`config.mk`:
```
export PLATFORM = sky130hd
export DESIGN_NAME = div_sequencer
export DESIGN_NICKNAME = d
export VERILOG_FILES = /design/src/rtl/div_sequencer_pkg.sv /design/src/rtl/div_step.sv /design/src/rtl/div_sequencer.sv
export SDC_FILE = /design/constraint.sdc
export NUM_CORES = 1
export LEC_CHECK = 0
export CAP_MARGIN = 40
export CORE_MARGIN = 1
export CORE_UTILIZATION = 45
export CTS_CLUSTER_DIAMETER = 50
export DETAILED_ROUTE_END_ITERATION = 8
export PLACE_DENSITY = 0.68
export SLEW_MARGIN = 5
export SYNTH_ARGS = -nofsm -noshare
export SYNTH_HDL_FRONTEND = slang
export SYNTH_SLANG_ARGS = --single-unit
```
`constraint.sdc`:
```
create_clock -name clk_i -period 6.01 [get_ports clk_i]
set_input_delay 1.202 -clock clk_i [delete_from_list [all_inputs] [get_ports clk_i]]
set_output_delay 1.202 -clock clk_i [all_outputs]
set_load 0.01 [all_outputs]
```
`src/rtl/div_sequencer_pkg.sv`:
```
// Shared types and constants for the iterative divider and its neighbours in execute.
// Enum encodings here are visible to the scheduler, the result bus and the bench.
package div_sequencer_pkg;

   localparam int XLEN      = 32;
   localparam int CNT_WIDTH = $clog2(XLEN);

   typedef logic [XLEN-1:0] data_bus_t;

   typedef enum logic [1:0] {
      DIV_  = 2'd0,
      DIVU_ = 2'd1,
      REM_  = 2'd2,
      REMU_ = 2'd3
   } div_ops_e;

   typedef enum logic {
      FREE = 1'b0,
      BUSY = 1'b1
   } fu_state_e;

   typedef enum logic [2:0] {
      IDLE   = 3'd0,
      PREP   = 3'd1,
      DIVIDE = 3'd2,
      FIXUP  = 3'd3,
      DONE   = 3'd4
   } div_state_e;

   localparam data_bus_t INT_MIN = {1'b1, {(XLEN-1){1'b0}}};

   function automatic logic op_is_signed(div_ops_e op);
      return (op == DIV_) || (op == REM_);
   endfunction

   function automatic logic op_is_rem(div_ops_e op);
      return (op == REM_) || (op == REMU_);
   endfunction

   function automatic data_bus_t abs_val(data_bus_t v);
      return v[XLEN-1] ? data_bus_t'(-v) : v;
   endfunction

endpackage

```
`src/rtl/div_step.sv`:
```
// One restoring-division iteration: shift {rem,quo} left, trial-subtract divisor, set quotient bit.
// Purely combinational; relies on rem_i < divisor_i so the XLEN+1-bit difference never wraps.
module div_step
   import div_sequencer_pkg::*;
(
   input  logic [XLEN-1:0] rem_i,
   input  logic [XLEN-1:0] quo_i,
   input  logic [XLEN-1:0] divisor_i,
   output logic [XLEN-1:0] rem_o,
   output logic [XLEN-1:0] quo_o
);

   logic [XLEN:0] shifted;
   logic [XLEN:0] diff;

   assign shifted = {rem_i, quo_i[XLEN-1]};
   assign diff    = shifted - {1'b0, divisor_i};

   // Top bit of diff is the borrow: set only when the shifted remainder is below the divisor.
   always_comb begin
      rem_o = shifted[XLEN-1:0];
      quo_o = {quo_i[XLEN-2:0], 1'b0};
      if (!diff[XLEN]) begin
         rem_o = diff[XLEN-1:0];
         quo_o = {quo_i[XLEN-2:0], 1'b1};
      end
   end

endmodule

```
`src/rtl/div_sequencer.sv`:
```
// Radix-2 restoring divider controller for DIV/DIVU/REM/REMU; 35-cycle latency, 1 cycle for x/0 and overflow.
// Optional DIV_EARLY_OUT_EN skips the iterations when |dividend| < |divisor| (3-cycle latency).
module div_sequencer
   import div_sequencer_pkg::*;
(
   input  logic            clk_i,
   input  logic            rst_i,
   input  logic            valid_i,
   input  logic [1:0]      operation_i,
   input  logic [XLEN-1:0] dividend_i,
   input  logic [XLEN-1:0] divisor_i,
   input  logic            kill_i,
   output logic            fu_state_o,
   output logic [XLEN-1:0] result_o,
   output logic            valid_o,
   output logic            div_by_zero_o
);

   div_state_e           state_q, state_d;
   div_ops_e             op_q, op_d, op_in;
   logic [CNT_WIDTH-1:0] cnt_q, cnt_d;
   data_bus_t            quo_q, quo_d;
   data_bus_t            rem_q, rem_d;
   data_bus_t            dsr_q, dsr_d;
   logic                 q_neg_q, q_neg_d;
   logic                 r_neg_q, r_neg_d;
   data_bus_t            result_q, result_d;
   logic                 valid_q, valid_d;
   logic                 dbz_q, dbz_d;

   data_bus_t            step_rem, step_quo;
   data_bus_t            mag_a, mag_b;
   data_bus_t            quo_fix, rem_fix;

   assign op_in = div_ops_e'(operation_i);

   div_step u_div_step (
      .rem_i     (rem_q),
      .quo_i     (quo_q),
      .divisor_i (dsr_q),
      .rem_o     (step_rem),
      .quo_o     (step_quo)
   );

   always_ff @(posedge clk_i or posedge rst_i) begin
      if (rst_i) begin
         state_q  <= IDLE;
         op_q     <= DIV_;
         cnt_q    <= '0;
         quo_q    <= '0;
         rem_q    <= '0;
         dsr_q    <= '0;
         q_neg_q  <= 1'b0;
         r_neg_q  <= 1'b0;
         result_q <= '0;
         valid_q  <= 1'b0;
         dbz_q    <= 1'b0;
      end else begin
         state_q  <= state_d;
         op_q     <= op_d;
         cnt_q    <= cnt_d;
         quo_q    <= quo_d;
         rem_q    <= rem_d;
         dsr_q    <= dsr_d;
         q_neg_q  <= q_neg_d;
         r_neg_q  <= r_neg_d;
         result_q <= result_d;
         valid_q  <= valid_d;
         dbz_q    <= dbz_d;
      end
   end

   always_comb begin
      state_d  = state_q;
      op_d     = op_q;
      cnt_d    = cnt_q;
      quo_d    = quo_q;
      rem_d    = rem_q;
      dsr_d    = dsr_q;
      q_neg_d  = q_neg_q;
      r_neg_d  = r_neg_q;
      result_d = result_q;
      valid_d  = 1'b0;
      dbz_d    = dbz_q;

      mag_a   = op_is_signed(op_q) ? abs_val(quo_q) : quo_q;
      mag_b   = op_is_signed(op_q) ? abs_val(dsr_q) : dsr_q;
      quo_fix = q_neg_q ? data_bus_t'(-quo_q) : quo_q;
      rem_fix = r_neg_q ? data_bus_t'(-rem_q) : rem_q;

      unique case (state_q)
         IDLE: begin
            if (valid_i && !kill_i) begin
               op_d  = op_in;
               quo_d = dividend_i;
               dsr_d = divisor_i;
               if (divisor_i == '0) begin
                  result_d = op_is_rem(op_in) ? dividend_i : '1;
                  dbz_d    = 1'b1;
                  valid_d  = 1'b1;
                  state_d  = DONE;
               end else if (op_is_signed(op_in) && (dividend_i == INT_MIN) &&
                            (divisor_i == '1)) begin
                  result_d = op_is_rem(op_in) ? '0 : INT_MIN;
                  dbz_d    = 1'b0;
                  valid_d  = 1'b1;
                  state_d  = DONE;
               end else begin
                  state_d = PREP;
               end
            end
         end
         PREP: begin
            if (kill_i) begin
               state_d = IDLE;
            end else begin
               quo_d   = mag_a;
               dsr_d   = mag_b;
               rem_d   = '0;
               q_neg_d = op_is_signed(op_q) && (quo_q[XLEN-1] ^ dsr_q[XLEN-1]);
               r_neg_d = op_is_signed(op_q) && quo_q[XLEN-1];
               cnt_d   = CNT_WIDTH'(XLEN-1);
               state_d = DIVIDE;
`ifdef DIV_EARLY_OUT_EN
               if (mag_a < mag_b) begin
                  quo_d   = '0;
                  rem_d   = mag_a;
                  state_d = FIXUP;
               end
`endif
            end
         end
         DIVIDE: begin
            if (kill_i) begin
               state_d = IDLE;
            end else begin
               quo_d = step_quo;
               rem_d = step_rem;
               cnt_d = cnt_q - 1'b1;
               if (cnt_q == '0) begin
                  state_d = FIXUP;
               end
            end
         end
         FIXUP: begin
            if (kill_i) begin
               state_d = IDLE;
            end else begin
               result_d = op_is_rem(op_q) ? rem_fix : quo_fix;
               dbz_d    = 1'b0;
               valid_d  = 1'b1;
               state_d  = DONE;
            end
         end
         DONE: begin
            state_d = IDLE;
         end
         default: begin
            state_d = IDLE;
         end
      endcase
   end

   assign fu_state_o    = (state_q == IDLE) ? FREE : BUSY;
   assign result_o      = result_q;
   assign valid_o       = valid_q;
   assign div_by_zero_o = dbz_q;

endmodule
```
## After elaboration in Yosys (flattened, before gate mapping)

Cells that the tools add are included.

| word-level totals | value |
|---|---|
| logic and storage cells | 114 |
| flip-flop bits (word level) | 142 |
| output and inout port bits | 35 |
| input bits | 70 |
| latch bits | 0 |
| memories kept | 0 |
| ROM bits | 0 |
| RAM bits | 0 |

| cells by class | value |
|---|---|
| div/mod/pow operators | 0 |
| $add $sub $neg | 5 |
| $lt $le $gt $ge | 0 |
| bitwise logic cells | 2 |
| shifts and indexed selects | 0 |
| multiply operators | 0 |
| reduce and logical (&&, ||, !) cells | 28 |
| equality and inequality tests | 18 |
| muxes and demuxes | 48 |

Operator list:

| kind | count |
|---|---|
| two-way mux 32 bit | 21 |
| one-hot mux 32 bit (2 select lines) | 3 |
| negation 32 bit | 3 |
| one-hot mux 32 bit (3 select lines) | 1 |
| == test 32 bit, second input constant | 2 |
| subtractor 33 x 32 -> 33 bit | 1 |
| logical NOT 32 bit | 1 |
| two-way mux 3 bit | 6 |
| inequality test 2 bit, second input constant | 7 |
| one-hot mux 3 bit (4 select lines) | 1 |
| two-way mux 1 bit | 10 |
| two-way mux 5 bit | 2 |
| one-hot mux 5 bit (2 select lines) | 1 |
| AND reduction 5 bit | 2 |
| == test 2 bit, second input constant | 4 |
| AND reduction 4 bit | 2 |
| == test 3 x 2 -> 1 bit, second input constant | 2 |
| inequality test 3 bit, second input constant | 2 |
| AND reduction 2 bit | 3 |
| AND reduction 6 bit | 1 |
| nonzero test 2 bit | 3 |
| logical AND 1 bit | 5 |
| logical NOT 5 bit | 1 |
| subtractor 5 x 1 -> 5 bit, second input constant | 1 |
| other kinds (11) | 16 |

## Longest topological paths before layout

Gate-level depths: netlist (run 1).

| depth | value |
|---|---|
| word-level depth | 8 |
| depth in mapped cells | 14 |

## Modules after synthesis

From an unflattened synthesis (run 1), not the netlist that was laid out.

| unflattened totals | value |
|---|---|
| cells, all modules | 1450 |
| area, all modules | 12189.2 um^2 |

By module, submodules not included:

| module | area an instance (um^2) | seq. area each (um^2) | times used | cells an instance |
|---|---|---|---|---|
| div_sequencer | 9598.0 | 3553.4 | 1 | 1114 |
| div_step | 2591.2 | 0.0 | 1 | 336 |

## Least setup slack after synthesis (run 1)

OpenSTA, ideal clock, no wires.

| timing | value |
|---|---|
| kind | flip-flop to flip-flop |
| start point | reg quo_q[31] |
| end point | reg rem_q[4] |
| required time | 5.877 ns |
| stages on the path, launching flop included | 15 |
| path slack | 2.524 ns |
| buffers on the path | 2 |
| arrival | 3.352 ns |
| cell sequence | dfrtp_1 clkbuf_1 inv_1 ha_1 fa_1 nor2b_1 o31a_1 o2111ai_1 nand3b_1 a21oi_1 a41o_1 xnor2_1 clkbuf_1 mux2i_1 o21ai_0 |

| on the way | value |
|---|---|
| word-level cells in the longest chain between the ends | 4 |

RTL lines:

| item | RTL line | RTL |
|---|---|---|
| start, declared | div_sequencer.sv:22 | `data_bus_t quo_q, quo_d;` |
| start signal, assigned | div_sequencer.sv:62 | `quo_q <= quo_d;` |
| subtractor 33 x 32 -> 33 bit | div_step.sv:17 | `assign diff = shifted - {1'b0, divisor_i};` |
| two-way mux 32 bit | div_step.sv:23 | `if (!diff[XLEN]) begin` |
| two-way mux 32 bit | div_sequencer.sv:134 | `if (kill_i) begin` |
| one-hot mux 32 bit (2 select lines) | div_sequencer.sv:91 | `unique case (state_q)` |
| end signal, assigned | div_sequencer.sv:63 | `rem_q <= rem_d;` |
| end, declared | div_sequencer.sv:23 | `data_bus_t rem_q, rem_d;` |

Every way passes these cells. The select of a mux whose other input is x is not followed.
A chain may end at the register's enable or synchronous reset.

## Final worst setup path (run 1)

| timing | value |
|---|---|
| start point | in dividend_i[22] |
| end point | reg result_q[28] (netlist: result_o[28]) |

| on the way | value |
|---|---|
| word-level cells in the longest chain between the ends | 5 |

RTL lines:

| item | RTL line | RTL |
|---|---|---|
| start, declared | div_sequencer.sv:10 | `input logic [XLEN-1:0] dividend_i,` |
| == test 32 bit | div_sequencer.sv:102 | `end else if (op_is_signed(op_in) && (dividend_i == INT_MIN) &&` |
| logical AND 1 bit (2 in a row) | div_sequencer.sv:102 |  |
| inequality test 3 bit (no source line) | -- |  |
| AND reduction 4 bit (no source line) | -- |  |
| end signal, assigned | div_sequencer.sv:67 | `result_q <= result_d;` |
| end, declared | div_sequencer.sv:27 | `data_bus_t result_q, result_d;` |

Every way passes these cells.

==> flow_summary.yaml, run 1 <==
run_status:
  outcome: "finished clean"
sta:
  fin_skew_ns: 0.01344
  finalMaxSlewViolations: 0
  finalCriticalPeriod_ns: 4.468
  period_share_pct: 74.35
  fmax_mhz: 223.8
  tns_ns: 0
  setup_violations: 0
  rsz0062_at_grt: "false"
  relSlewSlack_pct: 40.49
  final_hold_viol_count: 0
  tightestPinTransition_ns: 0.8802
synthesis:
  synth_area_leaders: "dfrtp_1 (32%), o21ai_0 (9.0%), nand2_1 (4.6%)"
  ys_types: 70
  async_reset_ff_share_pct: 100.0
  synth_nets: 1540
  mappedNetlistArea_mm2: 0.01119
  yosysMostFrequentCell: "o21ai_0"
  ys.flop_type: "dfrtp_1"
  yosys.area.top_type: "dfrtp_1"
  ys_seq_area_share_pct: 31.76
  synth-warning-count: 0
  avgSynthCellArea_um2: 7.818
  synth-seq-cells: 142
  synth_top_area_share_pct: 31.76
  syn_inst: 1431
  synth_commonest_cells: "o21ai_0 (202), dfrtp_1 (142), nand2_1 (138)"
  synth_edf_count: 0
hold_path:
  hp-start: "result_o[10]"
  hold_class: "flop to flop"
pwr:
  intPower_uw: 3255
  power.density_mw_per_mm2: 436.6
  p_switching_uw: 2523
  comb_power_share_pct: 48.4
  seqPwrFrac_pct: 29.1
  swShare_pct: 43.66
  clockPowerShare_pct: 22.5
  ir_worst_vdd_uv: 230.3
  power.leakage_uw: 0.005376
worst_setup_path:
  cp-startpoint: "dividend_i[22]"
  r2r_start: "quo_q[31]"
  end_kind: "flop"
  critPathRequiredTime_ns: 6.32
  arrival_ns: 4.77
  path_class: "primary input to flop"
  crit_path_start_kind: "primary input"
  critPathMaxFanout: 65
drt:
  dr_total_vias: 11430
  drcViolationCount: 0
  ant_nets: 0
  viasPerCell: 6.304
  routed_wl_um: 36680
  dr.pass1.iters: 8
  wl_per_cell_um: 20.23
  drtIter0Drc: 1121
layout:
  layout-drive-gt1-share_pct: 5.238
  area_growth_pct: 18.27
  fin_nets: 1585
  final_util_pct: 54.41
  fillCellCount: 2277
  insertedDiodeCount: 0
floorplanning:
  fp.dieH_um: 159.7
  start_util_pct: 46.01
  pin_count: 105
  die_w_um: 159.7
  rows: 57
  die_area_mm2: 0.02550
  design.core.area_mm2: 0.02432
placement:
  hpwl_um: 26960
  place.gp.congestion: 0.9312
  portBuffers: 104
clock_network:
  clk_latency_ns: 0.43
  cts_hold_buffers: 0
  cts_resized: 0
  root_buffer: "clkbuf_16"
  cts_tree: "built"
  htreeDepth: 4
  clockBufferDepth: 2
  cts_sinks: 142
  cts.clk_slew.worst_paths_ns: 0.06
  cts_buffers: 17
  cts_setup_buffers: 0
grt:
  grt_pass1_vias: 10620
  grt_max_degree: 66
  grt_antenna_before_repair: 1
  grt_usage_pct: 28.92
  overflow: 0
  grt_first_pass_wirelength_um: 58420
run:
  cap_violations: 0
-- stage by stage --
stage	cell area [um^2]	total power [uW]	std cells	hold slack [ns]	setup WS [ns]
after floorplan	11190	3566	1431	0.4490	0.9984
after global placement	12400	4329	1774	0.4609	1.319
after detailed placement	12520	4433	1781	0.4715	1.297
after CTS	13230	5749	1813	0.4861	1.716
after global routing	13230	6179	1813	0.5050	1.466
final	13230	5778	1813	0.4797	1.542
-- metal layers --
| layer | GRT usage [%] | vias to the layer above | part of all wire (%) |
|---|---|---|---|
| met5 | 0 | - | 0 |
| met4 | 7.080 | 0 | 2.1 |
| met3 | 5.117 | 63 | 8.3 |
| met2 | 46.88 | 552 | 46 |
| met1 | 39.89 | 5476 | 44 |
| li1 | - | 5338 | - |
-- path summary, 6_finish.rpt --
check                          endpoint  slack (ns)  depth (start not counted)
setup / recovery           result_o[28]        1.54                         10
hold / removal             result_o[10]        0.48                          2
setup reg to reg               rem_q[6]        2.23                         13
hold reg to reg            result_o[10]        0.48                          2
max in group asynchronous       op_q[1]        3.73                          3
min in group asynchronous  result_o[25]        1.24                          2
-- logic make-up after synthesis --
| kind of cell | after synthesis | share of synthesized area (%) |
|---|---|---|
| XOR/XNOR | 90 | 7.045 |
| buffers and inverters | 167 | 5.759 |
| multiplexers | 35 | 3.142 |
| AO/OA/AOI/OAI | 467 | 26.06 |
| flip-flops | 142 | 31.76 |
| AND/OR/NAND/NOR | 491 | 21.81 |
| adder cells (fa/ha/maj) | 39 | 4.429 |
-- flip-flops by register name, indices dropped and copies added (netlist names) --
| signal | cells |
|---|---|
| result_o | 32 |
| div_by_zero_o | 1 |
| dsr_q | 32 |
| rem_q | 32 |
| quo_q | 32 |
| q_neg_q | 1 |
| op_q | 2 |
| valid_o | 1 |
| r_neg_q | 1 |
| cnt_q | 5 |
| state_q | 3 |
-- layout by cell type (no fill, tap or decap), types with 11 or more instances in the layout --
| cell type | n |
|---|---|
| nor4_1 | 26 |
| xnor2_1 | 49 |
| a21o_1 | 14 |
| a21oi_1 | 88 |
| ha_1 | 38 |
| nand2_1 | 138 |
| nor2b_1 | 23 |
| dfrtp_1 | 141 |
| nor2_1 | 109 |
| inv_1 | 67 |
| or3_1 | 28 |
| xor2_1 | 40 |
| a222oi_1 | 13 |
| buf_4 | 15 |
| nand4_1 | 16 |
| clkbuf_16 | 17 |
| nor3_1 | 60 |
| mux2i_1 | 34 |
| or4_1 | 12 |
| a221oi_1 | 20 |
| nand3_1 | 21 |
| o21ai_0 | 201 |
| nand2b_1 | 11 |
| o31ai_1 | 11 |
| clkdlybuf4s50_1 | 104 |
| a32oi_1 | 13 |
-- worst max-delay path, stage by stage --
cell,delay [ns]
clkdlybuf4s50_1,0.62
nor4b_1,0.85
nand4_1,0.41
nor4_1,0.32
a31oi_1,0.23
nor2_1,0.22
o21ai_4,0.06
buf_4,0.31
inv_1,0.18
mux2_2,0.34
-- cell type report --
| cell class | count | area [um^2] | share of cell area [%] |
|---|---|---|---|
| multi-input cells | 1122 | 7032 | 53.14 |
| flip-flops and latches | 142 | 3555 | 26.86 |
| repair buffers | 125 | 1266 | 9.569 |
| clock buffers | 23 | 488.0 | 3.688 |
| well taps | 324 | 405.4 | 3.064 |
| inverters | 68 | 260.3 | 1.967 |
| clock inverters | 9 | 226.5 | 1.711 |
-- power by group through the flow --
stage / Clock (uW) / Sequential (uW) / Combinational (uW)
3_5_place_dp: 0 / 1680 / 2760
4_1_cts: 1310 / 1670 / 2770
3_3_place_gp: 0 / 1720 / 2610
5_1_grt: 1350 / 1730 / 3100
6_report: 1300 / 1680 / 2800
2_1_floorplan: 0 / 1510 / 2050
(Power assumes the default switching activity.)
==> inputs of run 2 (changes only) <==
--- a/config.mk
+++ b/config.mk
@@ -10,7 +10,7 @@
 export CORE_UTILIZATION = 45
 export CTS_CLUSTER_DIAMETER = 50
 export DETAILED_ROUTE_END_ITERATION = 8
-export PLACE_DENSITY = 0.68
+export PLACE_DENSITY = 0.71
 export SLEW_MARGIN = 5
 export SYNTH_ARGS = -nofsm -noshare
 export SYNTH_HDL_FRONTEND = slang
==> constraint.sdc (replaced) <==
create_clock -name clk_i -period 3.7 [get_ports clk_i]
set_input_delay 0.74 -clock clk_i [delete_from_list [all_inputs] [get_ports clk_i]]
set_output_delay 0.74 -clock clk_i [all_outputs]
set_load 0.01 [all_outputs]
==> run 2 against run 1 <==
Against the previous run:
- sequential share of layout area is 0.38 points lower
- count of clock-buffer cells in the layout is 3 lower
- combinational power is 70% higher
- routed wire length is 1.1% higher
==> flow_summary.yaml, run 2 (synthesis gave the netlist of run 1 again) <==
run_status:
  outcome: "finished clean"
clock_network:
  clockBufferDepth: 2
  cts_hold_buffers: 0
  htreeDepth: 4
  cts_buffers: 17
  cts_sinks: 142
  clk_latency_ns: 0.43
  cts_resized: 0
  cts_setup_buffers: 0
  cts.clk_slew.worst_paths_ns: 0.06
  cts_tree: "built"
  root_buffer: "clkbuf_16"
placement:
  placedInstanceArea_mm2: 0.01279
  hpwl_um: 27090
  pre_cts_ws_ns: 0.08362
  place.gp.congestion: 0.9320
  portBuffers: 104
sta:
  final_hold_viol_count: 0
  tightestPinTransition_ns: 0.6869
  tns_ns: 0
  rsz0062_at_grt: "false"
  period_share_pct: 92.59
  fin_skew_ns: 0.01051
  finalCriticalPeriod_ns: 3.426
  finalMaxSlewViolations: 0
  setup_violations: 0
  fin_ws_ns: 0.2743
  fmax_mhz: 291.9
  relSlewSlack_pct: 54.21
worst_setup_path:
  worstReg2RegEnd: "result_o[31]"
  r2r_setup_slack_ns: 0.27
  arrival_ns: 3.76
  crit_path_start_kind: "flop"
  critPathMaxFanout: 7
  r2r_cells: 9
  r2r_start: "quo_q[0]"
  end_kind: "flop"
  path_class: "flop to flop"
  critPathRequiredTime_ns: 4.04
pwr:
  power_uw: 9310
  ir_worst_vdd_uv: 300.2
  power.density_mw_per_mm2: 693.7
  power.leakage_uw: 0.005484
layout:
  fin_area_mm2: 0.01342
  layout-drive-gt1-share_pct: 7.171
  layout_commonest_cell: "o21ai_0"
  fin_nets: 1616
  final_cell_mix: "o21ai_0 (201), dfrtp_1 (141), nand2_1 (138), nor2_1 (109), clkdlybuf4s50_1 (104)"
  fillCellCount: 2236
  insertedDiodeCount: 0
  area_growth_pct: 19.95
drt:
  routed_wl_um: 37080
  dr.pass1.iters: 6
  dr_total_vias: 11600
  ant_nets: 0
  viasPerCell: 6.291
  drcViolationCount: 0
  drtIter0Drc: 1130
  wl_per_cell_um: 20.11
run:
  cap_violations: 0
hold_path:
  min_path_cells: 2
  holdPathEnd: "dsr_q[24]"
  hp-start: "dsr_q[24]"
  hold_class: "flop to flop"
grt:
  grt_antenna_before_repair: 0
  grt_max_degree: 71
  grt_pass1_vias: 10630
  overflow: 0
  grt_usage_pct: 28.81
  grt_first_pass_wirelength_um: 58770
floorplanning:
  start_util_pct: 46.01
  pin_count: 105
  design.core.area_mm2: 0.02432
  die_area_mm2: 0.02550
  die_w_um: 159.7
  rows: 57
  fp.dieH_um: 159.7
## run 2: changes by cell type in the layout (fill, tap and decap cells not counted)
cell        before  now
buf_4           15   44
clkinvlp_4       1    4
buf_12           2    5
inv_6            2    1
nor2_4           1    0
clkinv_4         0    4
bufinv_16        7    4
buf_8            3    1
clkbuf_8         4    1
nor2_2           0    1
buf_16           1    2
## run 2: final cells by class
cell class                      instances  area, um^2  area share, %
Clock buffer                           20       446.7          3.328
Timing Repair Buffer                  156        1541          11.49
Multi-Input combinational cell       1122        7027          52.36
Clock inverter                         12       186.4          1.389
Tap cell                              324       405.4          3.021
Sequential cell                       142        3555          26.49
Inverter                               68       259.0          1.930
## run 2: metrics by stage
| stage | util (%) | instances | hold WS, ns |
|---|---|---|---|
| 2_1_floorplan | - | 1431 | 0.4490 |
| 3_3_place_gp | 52.21 | 1808 | 0.4636 |
| 3_5_place_dp | 52.58 | 1812 | 0.4702 |
| 4_1_cts | 55.18 | 1844 | 0.4841 |
| 5_1_grt | 55.18 | 1844 | 0.5060 |
| 6_report | 55.18 | 1844 | 0.4776 |
## run 2: report_power, final
group	leakage [uW]	switching [uW]	internal [uW]
logic	0.00335	2820	1920
registers	0.00184	631	2030
clock network	0.000297	751	1150
total	0.00548	4210	5100
## run 2: routing by layer
| layer | wire length [um] | up-vias | GRT usage [%] |
|---|---|---|---|
| li1 | - | 5396 | - |
| met1 | 15760 | 5524 | 40.19 |
| met2 | 17300 | 608 | 46.49 |
| met3 | 3217 | 73 | 4.000 |
| met4 | 803 | 0 | 8.173 |
| met5 | 0 | - | 0 |
## run 2: worst max-delay path by stage
| stage | start | endpoint | cells past startpoint |
|---|---|---|---|
| floorplan | quo_q[31] | rem_q[4] | 14 |
| global placement | dividend_i[4] | result_o[19] | 9 |
| detailed placement | dividend_i[4] | result_o[19] | 9 |
| CTS | quo_q[0] | result_o[31] | 9 |
| global route | dsr_q[17] | rem_q[8] | 12 |
| finish | quo_q[0] | result_o[31] | 9 |
## run 2: worst max-delay path: stages, from the launching register on
cell	delay, ns
dfrtp_1	0.40
or4_1	0.54
or4_1	0.56
or3_1	0.38
or4_1	0.45
nor4_1	0.22
ha_1	0.29
a211oi_1	0.24
a211oi_1	0.07
o31ai_1	0.19
